File: config.mk
export PLATFORM = sky130hd
export DESIGN_NAME = flash_loader
export DESIGN_NICKNAME = d
export VERILOG_FILES = /design/src/rtl/flash_loader_pkg.sv /design/src/rtl/spi_shift.sv /design/src/rtl/flash_loader.sv
export SDC_FILE = /design/constraint.sdc
export NUM_CORES = 1
export LEC_CHECK = 0
export ABC_CLOCK_PERIOD_IN_PS = 2050
export BUFFER_PORTS_ARGS = -buffer_cell sky130_fd_sc_hd__buf_2
export CORE_UTILIZATION = 40
export DETAILED_ROUTE_END_ITERATION = 16
export GPL_TIMING_DRIVEN = 0
export PLACE_DENSITY = 0.68
export RECOVER_POWER = 25
export SYNTH_ARGS = -nofsm -noshare
export SYNTH_HDL_FRONTEND = slang
export SYNTH_SLANG_ARGS = --single-unit
File: constraint.sdc
create_clock -name clock -period 2.05 [get_ports clock]
set_input_delay 0.3075 -clock clock [delete_from_list [all_inputs] [get_ports clock]]
set_output_delay 0.3075 -clock clock [all_outputs]
set_load 0.02 [all_outputs]
File: src/rtl/flash_loader_pkg.sv
// Shared types and constants for the boot-time SPI flash loader.
package flash_loader_pkg;

  localparam logic [7:0] SPI_READ = 8'h03;

  typedef enum logic [2:0] {
    IDLE,
    CMD,
    DATA,
    END,
    HOLD
  } state_t;

endpackage

File: src/rtl/spi_shift.sv
// Mode-0 SPI shifter: ck generation, 32-bit tx shift, 8-bit rx capture.
module spi_shift (
  input  logic        clock,
  input  logic        reset,
  input  logic        load,
  input  logic        step,
  input  logic [31:0] tx,
  input  logic        miso,
  output logic        ck,
  output logic        mosi,
  output logic [7:0]  rx,
  output logic        fall
);

  logic [31:0] sr;

  assign mosi = sr[31];
  // High on the ce that produces a falling edge, i.e. a completed bit.
  assign fall = step && ck;

  always_ff @(posedge clock or negedge reset) begin
    if (!reset) begin
      sr <= '0;
      ck <= 1'b0;
      rx <= '0;
    end else if (load) begin
      sr <= tx;
      ck <= 1'b0;
    end else if (step) begin
      if (!ck) begin
        ck <= 1'b1;
        rx <= {rx[6:0], miso};
      end else begin
        ck <= 1'b0;
        sr <= {sr[30:0], 1'b0};
      end
    end
  end

endmodule

File: src/rtl/flash_loader.sv
// Boot loader: issues one READ to SPI flash and streams the image to SRAM.
module flash_loader
  import flash_loader_pkg::*;
#(
  parameter logic [23:0] ADDR = 24'h000000,
  parameter int          LEN  = 65537,
  parameter int          AW   = 19
) (
  input  logic          clock,
  input  logic          reset,
  input  logic          ce,
  output logic          cs,
  output logic          ck,
  output logic          mosi,
  input  logic          miso,
  output logic          memWe,
  output logic [AW-1:0] memA,
  output logic [7:0]    memD,
  output logic          vga,
  output logic          cfgOk,
  output logic          done
);

  localparam int BW = $clog2(LEN + 1);

  state_t        state;
  logic [4:0]    bits;
  logic [BW-1:0] bytes;
  logic          load;
  logic          step;
  logic          fall;
  logic [7:0]    rx;

  assign load = ce && (state == IDLE);
  assign step = ce && ((state == CMD) || (state == DATA));

  spi_shift u_spi (
    .clock (clock),
    .reset (reset),
    .load  (load),
    .step  (step),
    .tx    ({SPI_READ, ADDR}),
    .miso  (miso),
    .ck    (ck),
    .mosi  (mosi),
    .rx    (rx),
    .fall  (fall)
  );

  always_ff @(posedge clock or negedge reset) begin
    if (!reset) begin
      state <= IDLE;
      cs    <= 1'b1;
      bits  <= '0;
      bytes <= '0;
      memWe <= 1'b0;
      memA  <= '0;
      memD  <= '0;
      vga   <= 1'b0;
      cfgOk <= 1'b0;
      done  <= 1'b0;
    end else begin
      memWe <= 1'b0;
      unique case (state)
        IDLE: begin
          if (ce) begin
            cs    <= 1'b0;
            bits  <= '0;
            state <= CMD;
          end
        end
        CMD: begin
          if (fall) begin
            bits <= bits + 5'd1;
            if (bits == 5'd31) begin
              bytes <= '0;
              state <= DATA;
            end
          end
        end
        DATA: begin
          if (fall) begin
            bits <= bits + 5'd1;
            if (bits[2:0] == 3'd7) begin
              bytes <= bytes + 1'b1;
              // Byte 0 is the config byte and never reaches SRAM.
              if (bytes == '0) begin
                vga   <= rx[0];
                cfgOk <= 1'b1;
              end else begin
                memWe <= 1'b1;
                memD  <= rx;
                memA  <= AW'(bytes - 1'b1);
              end
              if (bytes == BW'(LEN - 1))
                state <= END;
            end
          end
        end
        END: begin
          if (ce) begin
            cs    <= 1'b1;
            done  <= 1'b1;
            state <= HOLD;
          end
        end
        HOLD: ;
        default: state <= IDLE;
      endcase
    end
  end

endmodule
# Word level (Yosys, flattened, before mapping)
# Index checks and enable logic that the tools add are counted.
# word_totals
register_bits,98
input_bits,4
elab_cells,85
# classes
add_sub_neg,3
eq_ne,15
n_mux,29
bitwise,4
reduce_logical,21
# ops
operator,count
$mux 32,3
$mux 17,4
$pmux 17 s2,1
$mux 3,7
$sub 17x1->18 const B,1
$add 17x1->17 const B,1
$eq 17x17->1 const B,1
$logic_not 17->1,1
$pmux 3 s5,1
$mux 5,2
$pmux 5 s2,1
$reduce_bool 2->1,5
$mux 1,9
$reduce_and 3->1,3
$ne 2x1->1 const B,4
$ne 2x2->1 const B,4
$reduce_and 4->1,2
$reduce_and 8->1,1
$eq 3x2->1 const B,2
$eq 3x3->1 const B,2
$add 5x1->5 const B,1
$eq 5x5->1 const B,1
$reduce_and 5->1,1
$not 1->1,4
7 further kinds,10

# Depth between registers and ports, before layout
# depth
depth_word,6
ltp_mapped,9

# Hierarchy
# A second synthesis with hierarchy kept.
# hier_totals
cells_unflattened,489
hier_area_um2,5202.5
# by_module_without_submodules
module,n_inst,cells_each,area_each_um2,seq_area_each_um2
flash_loader,1,286,3125.5,1402.6
spi_shift,1,203,2077.0,1026.0

# Worst setup path before layout
# OpenSTA, ideal clock, no wires.
# synth_timing
kind,register -> register
from,reg bits[0]
to,reg bytes[5]
arrival_ps,2020
required_ps,1984
setup_slack_ps,-36
stages_incl_launch_ff,10
n_path_buf,1
period_less_slack_ps,2086
path_cell_list,dfrtp_1 -> ha_1 -> and3_1 -> ha_1 -> nor2_1 -> a21oi_1 -> clkbuf_1 -> nand3_1 -> or4_1 -> nand2_1
# synth_via
elab_chain_cells,3
# synth_lines
element,line,text
from (decl),flash_loader.sv:27,logic [4:0] bits;
from (signal assigned),flash_loader.sv:74,bits <= bits + 5'd1;
from (signal assigned),flash_loader.sv:83,bits <= bits + 5'd1;
$eq 5x5->1 / $eq 3x3->1 (equally long branches),"flash_loader.sv:75, flash_loader.sv:84",
$ne 2x1->1 (no source line),--,
$reduce_and 5->1 (no source line) (*),--,
to (signal assigned),flash_loader.sv:85,bytes <= bytes + 1'b1;
to (decl),flash_loader.sv:28,logic [BW-1:0] bytes;
# Mark *: on every way between the ends. The rest lies on a longest branch, timed or not.
# A chain may end at the register's enable or synchronous reset.

# Final worst setup path
# layout_timing
from,reg bytes[5]
to,reg vga
# layout_via
elab_chain_cells,2
# layout_lines
element,line,text
$logic_not 17->1,flash_loader.sv:87,if (bytes == '0) begin
$reduce_and 4->1 (no source line),--,
to (signal assigned),flash_loader.sv:88,vga <= rx[0];
to (decl),flash_loader.sv:19,"output logic vga,"
# No other way between the ends.

==> reports/metrics.csv <==
stage,metric,value,unit
floorplan,core,8680,um2
hold_path,hold_path.class,in2reg,
detailed_routing,drt_iter0_drc,233,
placement,place_area,3910,um2
floorplan,ios,38,
floorplan,die_area,9290,um2
setup_path,criticalPathCategory,reg2reg,
detailed_routing,ant_nets,0,
placement,dpl.hpwl,5070,um
synth,synth_top_area_cell,dfrtp_1,
synth,syn-num-nets,364,
setup_path,setup.worst_path.start_class,flop,
setup_path,rr_worst_depth,6,
detailed_routing,drt_first_pass_iters,4,
synth,synth_cells,354,
synth,async_flop_share,1.00,
sta,worst_slew_pin_slew,1370,ps
detailed_routing,post-route-drc-count,0,
global_route,grt_pass1_vias,2681,
clock_tree,clk_pin_slew,80,ps
run_status,violations,negative setup slack,
synth,ys_seq_area_frac,0.513,
synth,synth_top_area_share,0.506,
clock_tree,cts_buffers,9,
setup_path,reg2reg_from,bytes[5]$_DFFE_PN0P_,
global_route,grt_overflow,0,
final_layout,fin_nets,430,
global_route,grt_start_max_net_pins,52,
hold_path,min_to,u_spi.rx[0]$_DFFE_PN0P_,
clock_tree,clockBufferDepth,2,
sta,min_period,2060,ps
synth,syn-cell-area,3560,um2
detailed_routing,vias,2864,
sta,max-slew-margin-rel,0.0843,
final_layout,multi_input_area,1720,um2
run_status,status,finished with violations,
sta,hold_ws,188,ps
clock_tree,htreeDepth,3,
final_layout,area_delta_synth_final,25.3,%
setup_path,timing.rr.end,vga$_DFFE_PN0P_,
setup_path,arrival,2300,ps
final_layout,seqCellArea,1830,um2
floorplan,rows,34,
hold_path,min_from,miso,
pwr,peakVddDrop,0.325,mV
sta,rsz0062_at_grt,yes,
run,drv_cap,0,
synth,synth_warnings,0,
clock_tree,cts.sinks,73,
final_layout,final.fill_count,755,
clock_tree,insertion_delay,350,ps
placement,port-buffer-count,36,
sta,fin_crit_sh,1.00,
global_route,grt_util_all_layers,0.178,
synth,synth_flop_cell,dfrtp_1,
sta,drv_slew,0,
floorplan,die_w,96.4,um
synth,synth_seq_cells,73,
sta,finalSetupViolations,1,
global_route,grt_pass1_wl,12700,um
pwr,powerDensity,823,nW/um2
floorplan,initial_core_util,0.410,
sta,fmax,486,MHz
setup_path,required,2290,ps
detailed_routing,wl_per_cell,14.8,um
global_route,antenna_found_initial,0,
final_layout,n_antenna_cell,0,
clock_tree,cts_tree,built,
sta,setup_slack,-9.35,ps
setup_path,critPathCaptureType,flop,
synth,avgSynthCellArea,10.1,um2
final_layout,drive_gt1_frac,0.318,
sta,skew,10.2,ps
detailed_routing,vias_per_cell,5.37,
sta,finalHoldViolCount,0,
clock_tree,cts-root-buf,clkbuf_8,
synth,synthTopCellsByArea,"dfrtp_1, nand2_1, mux2_2",
final_layout,design_area,4460,um2
placement,gp_congestion,0.763,
setup_path,crit_fanout,7,
synth,synth.distinct_cells,53,
synth,synth_edf_count,0,
detailed_routing,routed_wl,7870,um
pwr,p_leak,2.16,nW
floorplan,die_h,96.4,um
hold_path,min_path_cells,2,
setup_path,reg2reg_setup_slack,-9,ps
how the worst max path moves through the flow:
stage,start,endpoint
6_report,bytes[5]$_DFFE_PN0P_,vga$_DFFE_PN0P_
5_1_grt,bytes[5]$_DFFE_PN0P_,vga$_DFFE_PN0P_
4_1_cts,bits[1]$_DFFE_PN0P_,bytes[5]$_DFFE_PN0P_
3_5_place_dp,bytes[11]$_DFFE_PN0P_,memD[2]$_DFFE_PN0P_
3_3_place_gp,bytes[11]$_DFFE_PN0P_,memD[1]$_DFFE_PN0P_
2_1_floorplan,bytes[5]$_DFFE_PN0P_,memD[1]$_DFFE_PN0P_
worst max-delay path, cell delays in order, from the launching register on:
cell and delay [ps]:
dfrtp_1 380, buf_6 140, nor4_4 350, nand4_4 160, or2_1 290, or3_4 350, mux2_4 300
metal layers:
layer,up-vias,track usage,routed length [um],share of wire
met1,1404,0.232,3540,0.45
met3,14,0.0462,355,0.045
met4,0,0.0650,113,0.014
met5,-,0,0,0
met2,75,0.285,3860,0.49
li1,1371,-,-,-
cells in the final DEF (no fill, tap or decap), types with 3 or more instances in the layout:
cell type / instances
dfrtp_1: 70
nor3_1: 7
mux2_2: 13
ha_1: 3
buf_2: 40
nor2_1: 18
ha_4: 3
and3_1: 3
and2_1: 3
xnor2_1: 9
a22o_1: 4
inv_1: 7
a31oi_1: 4
clkbuf_2: 3
mux2_4: 4
clkbuf_8: 9
buf_4: 21
buf_6: 7
o21ai_1: 3
a21oi_1: 16
o21ai_0: 28
nand2_1: 50
nand4_1: 10
xor2_1: 12
nand3_1: 9
clkbuf_1: 5
cells by family after synthesis:
logic type / after synthesis / synth area share
and+or+nand+nor: 137 / 0.202
xor gates and xnor gates: 21 / 0.0516
AOI/OAI and AO/OA: 68 / 0.116
buffers and inverters: 32 / 0.0421
adders and majority gates: 6 / 0.0211
DFF: 73 / 0.513
muxes: 17 / 0.0548
power by group:
group          internal, mW  switching [mW]  leakage [nW]  total [mW]
clock network         0.693           0.570         0.107        1.26
registers              1.59           0.128         0.979        1.72
logic                 0.326           0.364          1.07       0.691
total                  2.61            1.06          2.16        3.67
final cells by class:
cell class,instances,area share
timing repair buffer,60,0.0872
tap,108,0.0303
clock buffer,10,0.0286
sequential,73,0.410
multi-input combinational,249,0.386
buffer,20,0.0317
clock inverter,6,0.0202
inverter,7,0.00589
stage by stage:
| step | setup WS (ps) | utilization | setup TNS, ps | power [mW] | instances |
|---|---|---|---|---|---|
| finish | -9.35 | 0.514 | -9.35 | 3.67 | 533 |
| global route | -70.9 | 0.514 | -527 | 3.85 | 533 |
| CTS | 0.981 | 0.495 | 0 | 3.61 | 526 |
| detailed placement | -301 | 0.450 | -4810 | 2.27 | 499 |
| global placement | -230 | 0.447 | -2650 | 2.24 | 498 |
| floorplan | 16.3 | - | 0 | 2.09 | 354 |
cells in the mapped netlist (3+ instances only):
cell type / number
a21oi_1: 17
a22o_1: 4
a31oi_1: 4
and2_1: 3
and3_1: 4
buf_2: 8
clkbuf_1: 12
dfrtp_1: 72
ha_1: 6
inv_1: 7
mux2_2: 16
nand2_1: 52
nand3_1: 10
nand4_1: 10
nor2_1: 21
nor3_1: 9
nor4_1: 3
o21ai_0: 31
or3_1: 3
xnor2_1: 9
xor2_1: 12
flip-flops by register name (all words and copies together) (netlist names):
register  cells
u_spi.ck      1
done          1
bits          5
u_spi.sr      8
vga           1
cs            1
memD          8
u_spi.rx      8
state         3
memWe         1
memA         18
cfgOk         1
bytes        17
what timing repair did:
item                                    CTS  global route
hold endpoints to repair                 21             0
pin swaps                                10            11
gates resized for setup                  20            34
endpoints found under the setup margin   30            39
hold buffers                              1             0
buffers inserted                         12            10
Power figures use the tool's default switching activity.
